`config.mk`:
```
export PLATFORM = sky130hd
export DESIGN_NAME = oplayback
export DESIGN_NICKNAME = d
export VERILOG_FILES = /design/src/rtl/oplayback.sv
export SDC_FILE = /design/constraint.sdc
export NUM_CORES = 1
export LEC_CHECK = 0
export ABC_CLOCK_PERIOD_IN_PS = 4190
export BUFFER_PORTS_ARGS = -buffer_cell sky130_fd_sc_hd__buf_2
export CAP_MARGIN = 20
export CORE_MARGIN = 1
export CORE_UTILIZATION = 45
export CTS_CLUSTER_DIAMETER = 30
export DETAILED_ROUTE_END_ITERATION = 8
export PLACE_DENSITY_LB_ADDON = 0.05
export REMOVE_ABC_BUFFERS = 1
export SETUP_SLACK_MARGIN = 0.4
export SYNTH_ARGS = -nofsm -noshare
export SYNTH_HDL_FRONTEND = slang
export SYNTH_SLANG_ARGS = --single-unit
```
`constraint.sdc`:
```
create_clock -name clk -period 4.19 [get_ports clk]
set_clock_uncertainty 0.05 [all_clocks]
set_input_delay 0.838 -clock clk [delete_from_list [all_inputs] [get_ports clk]]
set_output_delay 0.838 -clock clk [all_outputs]
set_load 0.05 [all_outputs]
```
`src/rtl/oplayback.sv`:
```
// ---------------------------------------------------------------------------
// oplayback -- sequenced value playback controller
//
// Reads up to 32 four-bit entries from an external 32x4 sequence RAM, one at
// a time, and presents each value on disp_val with disp_valid high for
// HOLD_CYCLES cycles, followed by GAP_CYCLES blank cycles. A one-cycle finish
// pulse marks the end of a complete playback; abort or rst abandons it
// silently.
//
// State table
//   IDLE  | waiting for start; length_m1 latched and idx cleared on accept
//   READ  | rd_en high for one cycle, rd_addr = idx
//   LATCH | RAM data arrives; captured into disp_val, disp_valid raised
//   SHOW  | disp_valid high, hold down-counter running
//   GAP   | disp_valid low, gap down-counter running; advance or finish
//   DONE  | finish pulse, idx cleared
//
// Ports
//   clk        in   1  system clock, rising edge
//   rst        in   1  synchronous active-high reset
//   start      in   1  begin playback (IDLE only)
//   abort      in   1  cancel playback (any non-IDLE state)
//   length_m1  in   5  entries to play minus one
//   rd_addr    out  5  sequence RAM address (always idx)
//   rd_en      out  1  sequence RAM read strobe
//   rd_data    in   4  sequence RAM data, valid the cycle after rd_en
//   disp_val   out  4  value being presented
//   disp_valid out  1  disp_val is to be shown
//   busy       out  1  high in every state except IDLE
//   finish     out  1  one-cycle pulse after a full playback
// ---------------------------------------------------------------------------
module oplayback #(
  parameter int HOLD_CYCLES = 8,
  parameter int GAP_CYCLES  = 2
) (
  input  logic       clk,
  input  logic       rst,
  input  logic       start,
  input  logic       abort,
  input  logic [4:0] length_m1,
  output logic [4:0] rd_addr,
  output logic       rd_en,
  input  logic [3:0] rd_data,
  output logic [3:0] disp_val,
  output logic       disp_valid,
  output logic       busy,
  output logic       finish
);

  typedef enum logic [2:0] {
    S_IDLE  = 3'd0,
    S_READ  = 3'd1,
    S_LATCH = 3'd2,
    S_SHOW  = 3'd3,
    S_GAP   = 3'd4,
    S_DONE  = 3'd5
  } state_t;

  // Counters are loaded with N-1 and the state exits on terminal count 0,
  // giving exactly N cycles in SHOW / GAP.
  localparam logic [7:0] HOLD_LD = 8'(HOLD_CYCLES - 1);
  localparam logic [7:0] GAP_LD  = 8'(GAP_CYCLES - 1);

  state_t     r_state;
  state_t     w_state_nxt;
  logic [4:0] r_idx;
  logic [4:0] r_len_m1;
  logic [7:0] r_hold_cnt;
  logic [7:0] r_gap_cnt;
  logic [3:0] r_disp_val;
  logic       r_disp_valid;

  logic       w_hold_tc;
  logic       w_gap_tc;
  logic       w_last;
  logic       w_accept;
  logic       w_abort;

  assign w_hold_tc = (r_hold_cnt == 8'd0);
  assign w_gap_tc  = (r_gap_cnt == 8'd0);
  assign w_last    = (r_idx == r_len_m1);
  assign w_accept  = start && !abort;
  // abort is ignored in IDLE; there it only suppresses start.
  assign w_abort   = abort && (r_state != S_IDLE);

  // -------------------------------------------------------------------------
  // State register
  // -------------------------------------------------------------------------
  always_ff @(posedge clk) begin
    if (rst) begin
      r_state <= S_IDLE;
    end else begin
      r_state <= w_state_nxt;
    end
  end

  // -------------------------------------------------------------------------
  // Next-state logic
  // -------------------------------------------------------------------------
  always_comb begin
    w_state_nxt = S_IDLE;
    case (r_state)
      S_IDLE:  w_state_nxt = w_accept ? S_READ : S_IDLE;
      S_READ:  w_state_nxt = S_LATCH;
      S_LATCH: w_state_nxt = S_SHOW;
      S_SHOW:  w_state_nxt = w_hold_tc ? S_GAP : S_SHOW;
      S_GAP: begin
        if (!w_gap_tc) begin
          w_state_nxt = S_GAP;
        end else if (w_last) begin
          w_state_nxt = S_DONE;
        end else begin
          w_state_nxt = S_READ;
        end
      end
      S_DONE:  w_state_nxt = S_IDLE;
      default: w_state_nxt = S_IDLE;
    endcase
    if (w_abort) begin
      w_state_nxt = S_IDLE;
    end
  end

  // -------------------------------------------------------------------------
  // Datapath registers: index, latched length, counters, display value
  // -------------------------------------------------------------------------
  always_ff @(posedge clk) begin
    if (rst) begin
      r_idx        <= 5'd0;
      r_len_m1     <= 5'd0;
      r_hold_cnt   <= 8'd0;
      r_gap_cnt    <= 8'd0;
      r_disp_val   <= 4'd0;
      r_disp_valid <= 1'b0;
    end else if (w_abort) begin
      // disp_val is left as is; only the valid flag is withdrawn.
      r_idx        <= 5'd0;
      r_hold_cnt   <= 8'd0;
      r_gap_cnt    <= 8'd0;
      r_disp_valid <= 1'b0;
    end else begin
      case (r_state)
        S_IDLE: begin
          if (w_accept) begin
            r_len_m1 <= length_m1;
            r_idx    <= 5'd0;
          end
        end
        S_READ: begin
        end
        S_LATCH: begin
          r_disp_val   <= rd_data;
          r_disp_valid <= 1'b1;
          r_hold_cnt   <= HOLD_LD;
        end
        S_SHOW: begin
          if (w_hold_tc) begin
            r_disp_valid <= 1'b0;
            r_gap_cnt    <= GAP_LD;
          end else begin
            r_hold_cnt <= r_hold_cnt - 8'd1;
          end
        end
        S_GAP: begin
          if (!w_gap_tc) begin
            r_gap_cnt <= r_gap_cnt - 8'd1;
          end else if (!w_last) begin
            // No increment on the last entry, so idx never wraps from 31 to 0.
            r_idx <= r_idx + 5'd1;
          end
        end
        S_DONE: begin
          r_idx <= 5'd0;
        end
        default: begin
          // Illegal encoding: recover with reset values.
          r_idx        <= 5'd0;
          r_len_m1     <= 5'd0;
          r_hold_cnt   <= 8'd0;
          r_gap_cnt    <= 8'd0;
          r_disp_val   <= 4'd0;
          r_disp_valid <= 1'b0;
        end
      endcase
    end
  end

  // -------------------------------------------------------------------------
  // Output decode
  // -------------------------------------------------------------------------
  always_comb begin
    rd_addr    = r_idx;
    rd_en      = 1'b0;
    busy       = 1'b0;
    finish     = 1'b0;
    disp_val   = r_disp_val;
    disp_valid = r_disp_valid;
    case (r_state)
      S_IDLE:  busy = 1'b0;
      S_READ: begin
        rd_en = 1'b1;
        busy  = 1'b1;
      end
      S_LATCH: busy = 1'b1;
      S_SHOW:  busy = 1'b1;
      S_GAP:   busy = 1'b1;
      S_DONE: begin
        busy   = 1'b1;
        finish = 1'b1;
      end
      default: begin
        rd_addr    = 5'd0;
        disp_val   = 4'd0;
        disp_valid = 1'b0;
      end
    endcase
  end

endmodule
```
==> results of run 1 <==
==> area by class of cell <==
cell class	count	area, sq um	area share (%)
clock buffers	7	76.32	3.697
flip-flops and latches	34	680.7	32.97
repair buffers	25	125.1	6.061
well taps	48	60.06	2.909
inverters	8	30.03	1.455
multi-input cells	171	1092	52.91
==> per-stage QoR <==
step,instances,power (uW),area (sq um),worst slack [ps],hold slack [ps]
4_1_cts,293,762.9,2064,1540,402.1
3_3_place_gp,286,531.5,1988,1735,389.6
3_5_place_dp,286,531.2,1988,1727,392.1
5_1_grt,293,802.1,2064,1394,414.0
6_report,293,754.3,2064,1540,395.3
2_1_floorplan,213,492.4,1803,1952,371.2
==> synth_stat cells (all sizes together), types with 4 or more instances <==
library cell and n:
nand2b 4, a21oi 18, nor4 5, nor2 30, or3 8, clkbuf 8
or4 4, xnor2 8, and2 11, o21ai 10, a22oi 5, ha 5
dfxtp 34, nor3 11, inv 8, o41ai 4, nand2 10, nand3 6
==> per-layer routing <==
layer  part of all wire [%]  vias up  track usage [%]
li1                       -      851                -
met1                     50      768            28.17
met2                     44       34            30.10
met3                    3.6        7            4.138
met4                    1.9        0            10.37
met5                      0        -                0
==> worst paths after layout <==
check	from	to	slack, ps
worst max-delay path	r_state[1]	disp_val[0]	1540
worst min-delay path	r_disp_val[1]	r_disp_val[1]	400
worst max register to register	r_state[2]	r_idx[2]	1700
worst min register to register	r_disp_val[1]	r_disp_val[1]	400
==> kinds of logic after synthesis <==
| logic type | Yosys count | share of synthesized area, % |
|---|---|---|
| DFF | 34 | 36.73 |
| adders and majority gates | 5 | 3.376 |
| AOI/OAI and AO/OA | 52 | 20.12 |
| and+or+nand+nor | 104 | 30.72 |
| buffers and inverters | 19 | 4.321 |
| xor gates and xnor gates | 10 | 4.727 |
==> critical path, delay by kind of cell, from the launching register on <==
kind / cells / cell delay [ps]
and+or+nand+nor: 2 / 650
DFF: 1 / 620
buffers and inverters: 1 / 210
==> report_power, final <==
part	leakage, uW	total (uW)	internal (uW)	switching (uW)
registers	0.000275	359	340	19.5
logic	0.000537	165	61.0	104
clock network	0.0000383	230	114	116
total	0.000851	754	515	239
==> flip-flops by register name (all words and copies together) (netlist names) <==
signal	count
r_state	3
r_gap_cnt	8
r_idx	5
r_disp_valid	1
r_disp_val	4
r_hold_cnt	8
r_len_m1	5
==> flow_metrics.py, run 1 <==
metrics = {
    "status": {
        "outcome": "completed",
    },
    "clock_network": {
        "numCtsBuffers": 5,
        "clock_latency_ps": 290,
        "htree_levels": 2,
        "tritoncts": "built",
        "cts_root_buffer": "clkbuf_8",
        "cts_hold_buf": 0,
        "post_cts_buffers": 0,
        "cts_resized": 0,
        "cts_sinks": 34,
        "cts_buffer_depth": 2,
        "clk_pin_slew_ps": 60,
    },
    "finish": {
        "layout.nets": 263,
        "layout-drive-gt1-share_pct": 17.14,
        "layout_common_cells": "34 x dfxtp_1, 30 x nor2_1, 25 x buf_2, 18 x a21oi_1, 11 x and2_1",
        "num-fill-cells": 357,
        "final_core_util_pct": 54.35,
        "layout_commonest_cell": "dfxtp_1",
        "area_delta_synth_final_pct": 11.41,
        "diodes": 0,
    },
    "die": {
        "initial_core_util_pct": 48.78,
        "core_sq_um": 3799,
        "fp.dieW_um": 66.17,
        "dieArea_sq_um": 4378,
        "fp.dieH_um": 66.17,
        "rows": 22,
        "ios": 26,
    },
    "place": {
        "gp_congestion": 0.7908,
        "portBuffers": 25,
        "hpwlAfterDp_um": 2811,
    },
    "synth": {
        "synth-seq-cells": 34,
        "async_reset_ff_share_pct": 0,
        "synthCells": 224,
        "avgSynthCellArea_sq_um": 8.272,
        "ys.warnings.count": 0,
        "syn_area_sq_um": 1853,
        "synth-edff-count": 0,
        "synth-main-ff-cell": "dfxtp_1",
        "ys_types": 45,
        "synth-seq-area-share_pct": 36.73,
        "yosys.area.top_type_share_pct": 36.73,
        "yosysTopAreaCell": "dfxtp_1",
        "synthTopCellsByArea": "dfxtp_1 37%, nor2_1 6.1%, a21oi_1 4.9%",
    },
    "timing": {
        "tightest_slew_ps": 658.7,
        "setup_viol": 0,
        "fmax_mhz": 377.4,
        "final.setup.tns_ps": 0,
        "slew_headroom_pct": 55.69,
        "hold_viol_final": 0,
        "rsz0062_at_grt": "no",
        "min_period_ps": 2650,
        "min_period_over_period_pct": 63.24,
        "slew_viol_final": 0,
    },
    "global_routing": {
        "antenna_found_initial": 0,
        "grt_pass1_vias": 1493,
        "grt_max_degree": 16,
        "grt.total_usage_pct": 20.53,
        "grt_overflow": 0,
        "grt_pass1_wl_um": 6775,
    },
    "routing": {
        "dr.pass1.iters": 4,
        "vias": 1660,
        "viasPerCell": 5.666,
        "antenna_left": 0,
        "drt_iter0_drc": 123,
        "routed_wl_um": 3924,
        "drc_errors": 0,
        "post_drt_wl_per_cell_um": 13.39,
    },
    "worst_hold_path": {
        "worst_hold_path.num_cells": 2,
        "hold_class": "reg -> reg",
    },
    "setup_path": {
        "worstSetupPathType": "reg -> out",
        "endpoint_kind": "output pin",
        "r2r_cells": 5,
        "start_kind": "flip-flop",
        "crit_required_ps": 3300,
        "worstPathArrival_ps": 1760,
        "cp_slowest_cell": "dfxtp_1",
        "critical_path.cell_chain": "nand2_1 > and2_1 > buf_2",
        "worstPathMaxFanout": 15,
        "critPathMaxStageDelay_ps": 620,
    },
    "job": {
        "drv_cap": 0,
    },
    "power": {
        "leakagePower_uw": 0.0008507,
        "powerDensity_nw_per_um2": 365.4,
        "ir_drop_uv": 239.4,
    },
}
Power figures use the tool's default switching activity.
==> run 2: changes to the inputs <==
Settings changed: ABC_CLOCK_PERIOD_IN_PS 4190 to 2650.
Clock period 4.19 ns to 2.65 ns, I/O delays scaled along.
==> flow_metrics.py, run 2 (synthesis gave the netlist of run 1 again) <==
metrics = {
    "setup_path": {
        "worstSetupPathType": "reg -> reg",
        "critPathTopFamily": "simple AND/OR/NAND/NOR gates",
        "critPathMaxStageDelay_ps": 460,
        "rrSetupSlack_ps": 530,
        "path_depth": 8,
        "start_kind": "flip-flop",
        "r2r_cells": 8,
        "worstPathMaxFanout": 14,
        "crit_required_ps": 2810,
        "critical_path.cell_chain": "inv_2 > ha_1 > or3b_4 > nor3_4 > a31oi_4 > buf_12 > or4b_1 > a21oi_1",
        "crit_buf_inv": 2,
        "cp_slowest_cell": "or4b_1",
        "worstPathArrival_ps": 2280,
        "endpoint_kind": "flip-flop",
        "r2r_start": "r_hold_cnt[0]",
        "critPathLaunch": "r_hold_cnt[0]",
        "r2r_end": "r_gap_cnt[3]",
    },
    "power": {
        "p_switching_uw": 381.0,
        "p_sw_share_pct": 31.54,
        "ir_drop_uv": 338.1,
        "seqPwrFrac_pct": 47.3,
        "leakagePower_uw": 0.0008682,
        "powerDensity_nw_per_um2": 570.3,
        "power_frac_comb_pct": 23.3,
        "clockPowerShare_pct": 29.4,
        "p_int_uw": 827.1,
    },
    "finish": {
        "layout-drive-gt1-share_pct": 20.56,
        "layout_common_cells": "32 x dfxtp_1, 30 x nor2_1, 25 x buf_2, 18 x a21oi_1, 11 x and2_1",
        "diodes": 0,
        "reg_top3": "r_gap_cnt: 8 flops, r_hold_cnt: 8 flops",
        "final_area_sq_um": 2118,
        "layout_commonest_cell": "dfxtp_1",
        "area_delta_synth_final_pct": 14.31,
        "layout.nets": 266,
        "num-fill-cells": 376,
    },
    "timing": {
        "min_period_ps": 2120,
        "tightest_slew_ps": 536.9,
        "hold_viol_final": 0,
        "slew_headroom_pct": 64.21,
        "min_period_over_period_pct": 80.00,
        "slew_viol_final": 0,
        "rsz0062_at_grt": "no",
        "final.setup.tns_ps": 0,
        "setup_viol": 0,
        "fmax_mhz": 471.7,
    },
    "routing": {
        "routed_wl_um": 4101,
        "drc_errors": 0,
        "drt_iter0_drc": 108,
        "viasPerCell": 5.669,
        "post_drt_wl_per_cell_um": 13.85,
        "antenna_left": 0,
        "dr.pass1.iters": 4,
        "vias": 1678,
    },
    "status": {
        "outcome": "completed",
    },
    "clock_network": {
        "clk_pin_slew_ps": 60,
        "htree_levels": 2,
        "numCtsBuffers": 5,
        "clock_latency_ps": 280,
        "cts_hold_buf": 0,
        "cts_buffer_depth": 2,
        "cts_root_buffer": "clkbuf_8",
        "tritoncts": "built",
        "cts_sinks": 34,
    },
    "global_routing": {
        "grt_overflow": 0,
        "grt.total_usage_pct": 20.91,
        "grt_pass1_wl_um": 6934,
        "grt_max_degree": 16,
        "grt_pass1_vias": 1539,
        "antenna_found_initial": 0,
    },
    "job": {
        "drv_cap": 0,
    },
    "die": {
        "fp.dieH_um": 66.17,
        "dieArea_sq_um": 4378,
        "initial_core_util_pct": 48.78,
        "ios": 26,
        "fp.dieW_um": 66.17,
        "rows": 22,
        "core_sq_um": 3799,
    },
    "worst_hold_path": {
        "hold_end": "r_disp_val[2]",
        "hold_class": "reg -> reg",
        "worst_hold_path.num_cells": 2,
        "worstHoldStart": "r_disp_val[2]",
    },
    "place": {
        "gp_congestion": 0.7432,
        "dpl_cell_area_sq_um": 2003,
        "hpwlAfterDp_um": 2935,
        "portBuffers": 25,
    },
}
run 2: cell types whose count changed in the layout (fill, tap and decap cells not counted), moves of 2 or more:
| cell | delta |
|---|---|
| dfxtp_1 | -2 |
| or4_4 | +2 |
| buf_4 | +2 |
| dfxtp_2 | +2 |
| inv_1 | -2 |
| or4_1 | -2 |
| inv_2 | +2 |
run 2: power groups by stage:
stage | clock [uW] | combinational, uW | sequential [uW]
floorplan | 0 | 208 | 571
global placement | 0 | 263 | 579
detailed placement | 0 | 265 | 579
CTS | 368 | 277 | 569
global route | 388 | 314 | 576
finish | 356 | 282 | 571
run 2: cell type report:
class                   instances  area (sq um)  area share, %
multi-input cells             171          1109          52.33
flip-flops and latches         34         683.2          32.25
well taps                      48         60.06          2.835
inverters                       8         30.03          1.418
clock buffers                   7         76.32          3.603
repair buffers                 28         160.2          7.561
run 2: how the worst max path moves through the flow:
stage,end,slack [ps]
2_1_floorplan,r_gap_cnt[4],510
4_1_cts,r_idx[1],420
6_report,r_gap_cnt[3],530
3_3_place_gp,r_gap_cnt[4],370
5_1_grt,r_gap_cnt[3],410
3_5_place_dp,r_gap_cnt[4],360
run 2: what timing repair did:
action                     4_1_cts  5_1_grt
gates resized for setup          3        5
pin swaps                        2        1
setup endpoints to repair       17       19
setup buffers                    1        0
run 2: worst register-to-register path, delay by kind of cell, from the launching register on:
kind | cells | cell delay, ps
DFF | 1 | 320
adders and majority gates | 1 | 130
buffers and inverters | 2 | 230
AOI/OAI and AO/OA | 2 | 200
and+or+nand+nor | 3 | 1130
run 2: stage by stage:
stage / power (uW) / instances / hold slack, ps / util (%) / worst slack, ps
final: 1208 / 296 / 398.1 / 55.76 / 530.1
after detailed placement: 844.2 / 288 / 394.4 / 52.73 / 355.2
after global routing: 1278 / 296 / 411.2 / 55.76 / 406.5
after global placement: 841.4 / 288 / 386.8 / 52.73 / 371.3
after CTS: 1214 / 296 / 402.8 / 55.57 / 424.7
after floorplan: 778.6 / 213 / 371.2 / - / 509.6
run 2: per-layer routing:
layer	global-route usage [%]	routed length, um	vias up	share of wire, %
met2	34.18	1896	24	46
li1	-	-	864	-
met1	27.53	2046	786	50
met3	4.655	124	4	3.0
met5	0	0	-	0
met4	5.585	34	0	0.83
==> run 3: changes to the inputs <==
Settings changed: ABC_CLOCK_PERIOD_IN_PS 2650 to 2200.
Clock period 2.65 ns to 2.2 ns, I/O delays scaled along.
==> flow_metrics.py, run 3 (synthesis gave the netlist of run 1 again) <==
metrics = {
    "status": {
        "outcome": "completed",
    },
    "finish": {
        "diodes": 0,
        "fin_cells": 333,
        "layout_commonest_cell": "buf_4",
        "area_delta_synth_final_pct": 40.99,
        "layout_common_cells": "31 x buf_4, 29 x dfxtp_1, 28 x nor2_1, 16 x a21oi_1, 16 x buf_2",
        "num-fill-cells": 318,
        "reg_top3": "r_gap_cnt: 8 flops, r_hold_cnt: 8 flops",
        "layout-drive-gt1-share_pct": 38.60,
        "final_core_util_pct": 68.77,
        "layout.nets": 303,
    },
    "job": {
        "drv_cap": 0,
    },
    "timing": {
        "final.setup.tns_ps": 0,
        "fmax_mhz": 482.8,
        "hold_viol_final": 0,
        "tightest_slew_ps": 411.3,
        "min_period_ps": 2071,
        "worst_slack_ps": 128.8,
        "whs_ps": 349.0,
        "slew_viol_final": 0,
        "setup_viol": 0,
        "slew_headroom_pct": 72.29,
        "min_period_over_period_pct": 94.14,
        "rsz0062_at_grt": "yes",
    },
    "routing": {
        "drc_errors": 0,
        "drt_iter0_drc": 135,
        "routed_wl_um": 4704,
        "vias": 1860,
        "viasPerCell": 5.586,
        "dr.pass1.iters": 4,
        "post_drt_wl_per_cell_um": 14.13,
        "antenna_left": 0,
    },
    "setup_path": {
        "path_depth": 6,
        "worstPathArrival_ps": 2250,
        "endpoint_kind": "flip-flop",
        "worstPathMaxFanout": 6,
        "crit_buf_inv": 1,
        "cp_common_cell": "or4_4",
        "crit_required_ps": 2380,
        "cp_slowest_cell": "or4_4",
        "critical_path.cell_chain": "or4_4 > or4_4 > a31oi_4 > buf_6 > o21ai_1 > a21oi_1",
        "r2r_cells": 6,
        "worstSetupPathType": "reg -> reg",
        "critPathTopFamily": "simple AND/OR/NAND/NOR gates",
        "critPathMaxStageDelay_ps": 550,
        "start_kind": "flip-flop",
    },
    "global_routing": {
        "busiest_layer": "met2",
        "antenna_found_initial": 0,
        "grtUsageMet1_pct": 29.19,
        "met3_usage_pct": 4.655,
        "grt_pass1_vias": 1630,
        "grt_pass1_wl_um": 7286,
        "grt_overflow": 0,
        "grt.total_usage_pct": 21.88,
        "grt_max_degree": 15,
        "grtUsageMet2_pct": 34.44,
    },
    "worst_hold_path": {
        "hold_class": "in -> reg",
        "worst_hold_path.num_cells": 3,
    },
    "place": {
        "dp_cells": 301,
        "hpwlAfterDp_um": 2987,
        "portBuffers": 25,
        "preCtsSetupSlack_ps": 17.88,
        "gp_congestion": 0.7876,
    },
    "clock_network": {
        "htree_levels": 2,
        "numCtsBuffers": 5,
        "cts_buffer_depth": 2,
        "clk_pin_slew_ps": 70,
        "cts_sinks": 34,
        "clock_latency_ps": 290,
        "cts_root_buffer": "clkbuf_8",
        "cts_hold_buf": 0,
        "tritoncts": "built",
    },
    "die": {
        "core_sq_um": 3799,
        "rows": 22,
        "initial_core_util_pct": 48.78,
        "fp.dieW_um": 66.17,
        "ios": 26,
        "dieArea_sq_um": 4378,
        "fp.dieH_um": 66.17,
    },
    "power": {
        "powerDensity_nw_per_um2": 630.8,
        "ir_drop_uv": 449.1,
        "leakagePower_uw": 0.001102,
    },
}
==> run 3: changes by cell type in the layout (fill, tap and decap cells not counted), moves of 3 or more <==
cell      before  now
buf_6          0    8
dfxtp_1       32   29
clkbuf_4       0    6
buf_2         25   16
buf_4          2   31
==> run 3: final timing paths <==
kind	startpoint	slack, ps	end
worst max-delay path	r_gap_cnt[2]	130	r_gap_cnt[6]
worst min-delay path	length_m1[4]	350	r_len_m1[4]
worst min register to register	r_disp_val[2]	400	r_disp_val[2]
worst max register to register	r_gap_cnt[2]	130	r_gap_cnt[6]
==> run 3: worst register-to-register path: stages, from the launching register on <==
cell	delay [ps]
dfxtp_2	320
or4_4	550
or4_4	510
a31oi_4	200
buf_6	160
o21ai_1	70
a21oi_1	150
==> run 3: stage by stage <==
| step | area [sq um] | total power, uW |
|---|---|---|
| 6_report | 2613 | 1648 |
| 4_1_cts | 2356 | 1576 |
| 2_1_floorplan | 1803 | 937.8 |
| 3_5_place_dp | 2101 | 1062 |
| 3_3_place_gp | 2101 | 1060 |
| 5_1_grt | 2613 | 1728 |
==> run 3: final cells by class <==
class,instances,area [sq um],area share [%]
well taps,48,60.06,2.299
repair buffers,65,523.0,20.02
clock buffers,7,76.32,2.921
flip-flops and latches,34,689.4,26.39
multi-input cells,171,1234,47.22
inverters,8,30.03,1.149
==> run 3: what timing repair did <==
item	CTS	global route
endpoints found under the hold margin	0	0
resized for setup	31	30
buffers inserted	9	15
endpoints found under the setup margin	37	37
gates cloned	0	1
pin swaps	18	12
==> run 3: report_power, final <==
group | leakage [uW] | total, uW | internal, uW | switching, uW
Clock | 0.0000383 | 443 | 218 | 225
Combinational | 0.000786 | 531 | 258 | 273
Sequential | 0.000278 | 674 | 648 | 25.5
==> run 3: routing by layer <==
| metal | up-vias | routed length (um) |
|---|---|---|
| met5 | - | 0 |
| met4 | 0 | 48 |
| met3 | 6 | 169 |
| met2 | 37 | 2234 |
| met1 | 880 | 2252 |
| li1 | 937 | - |
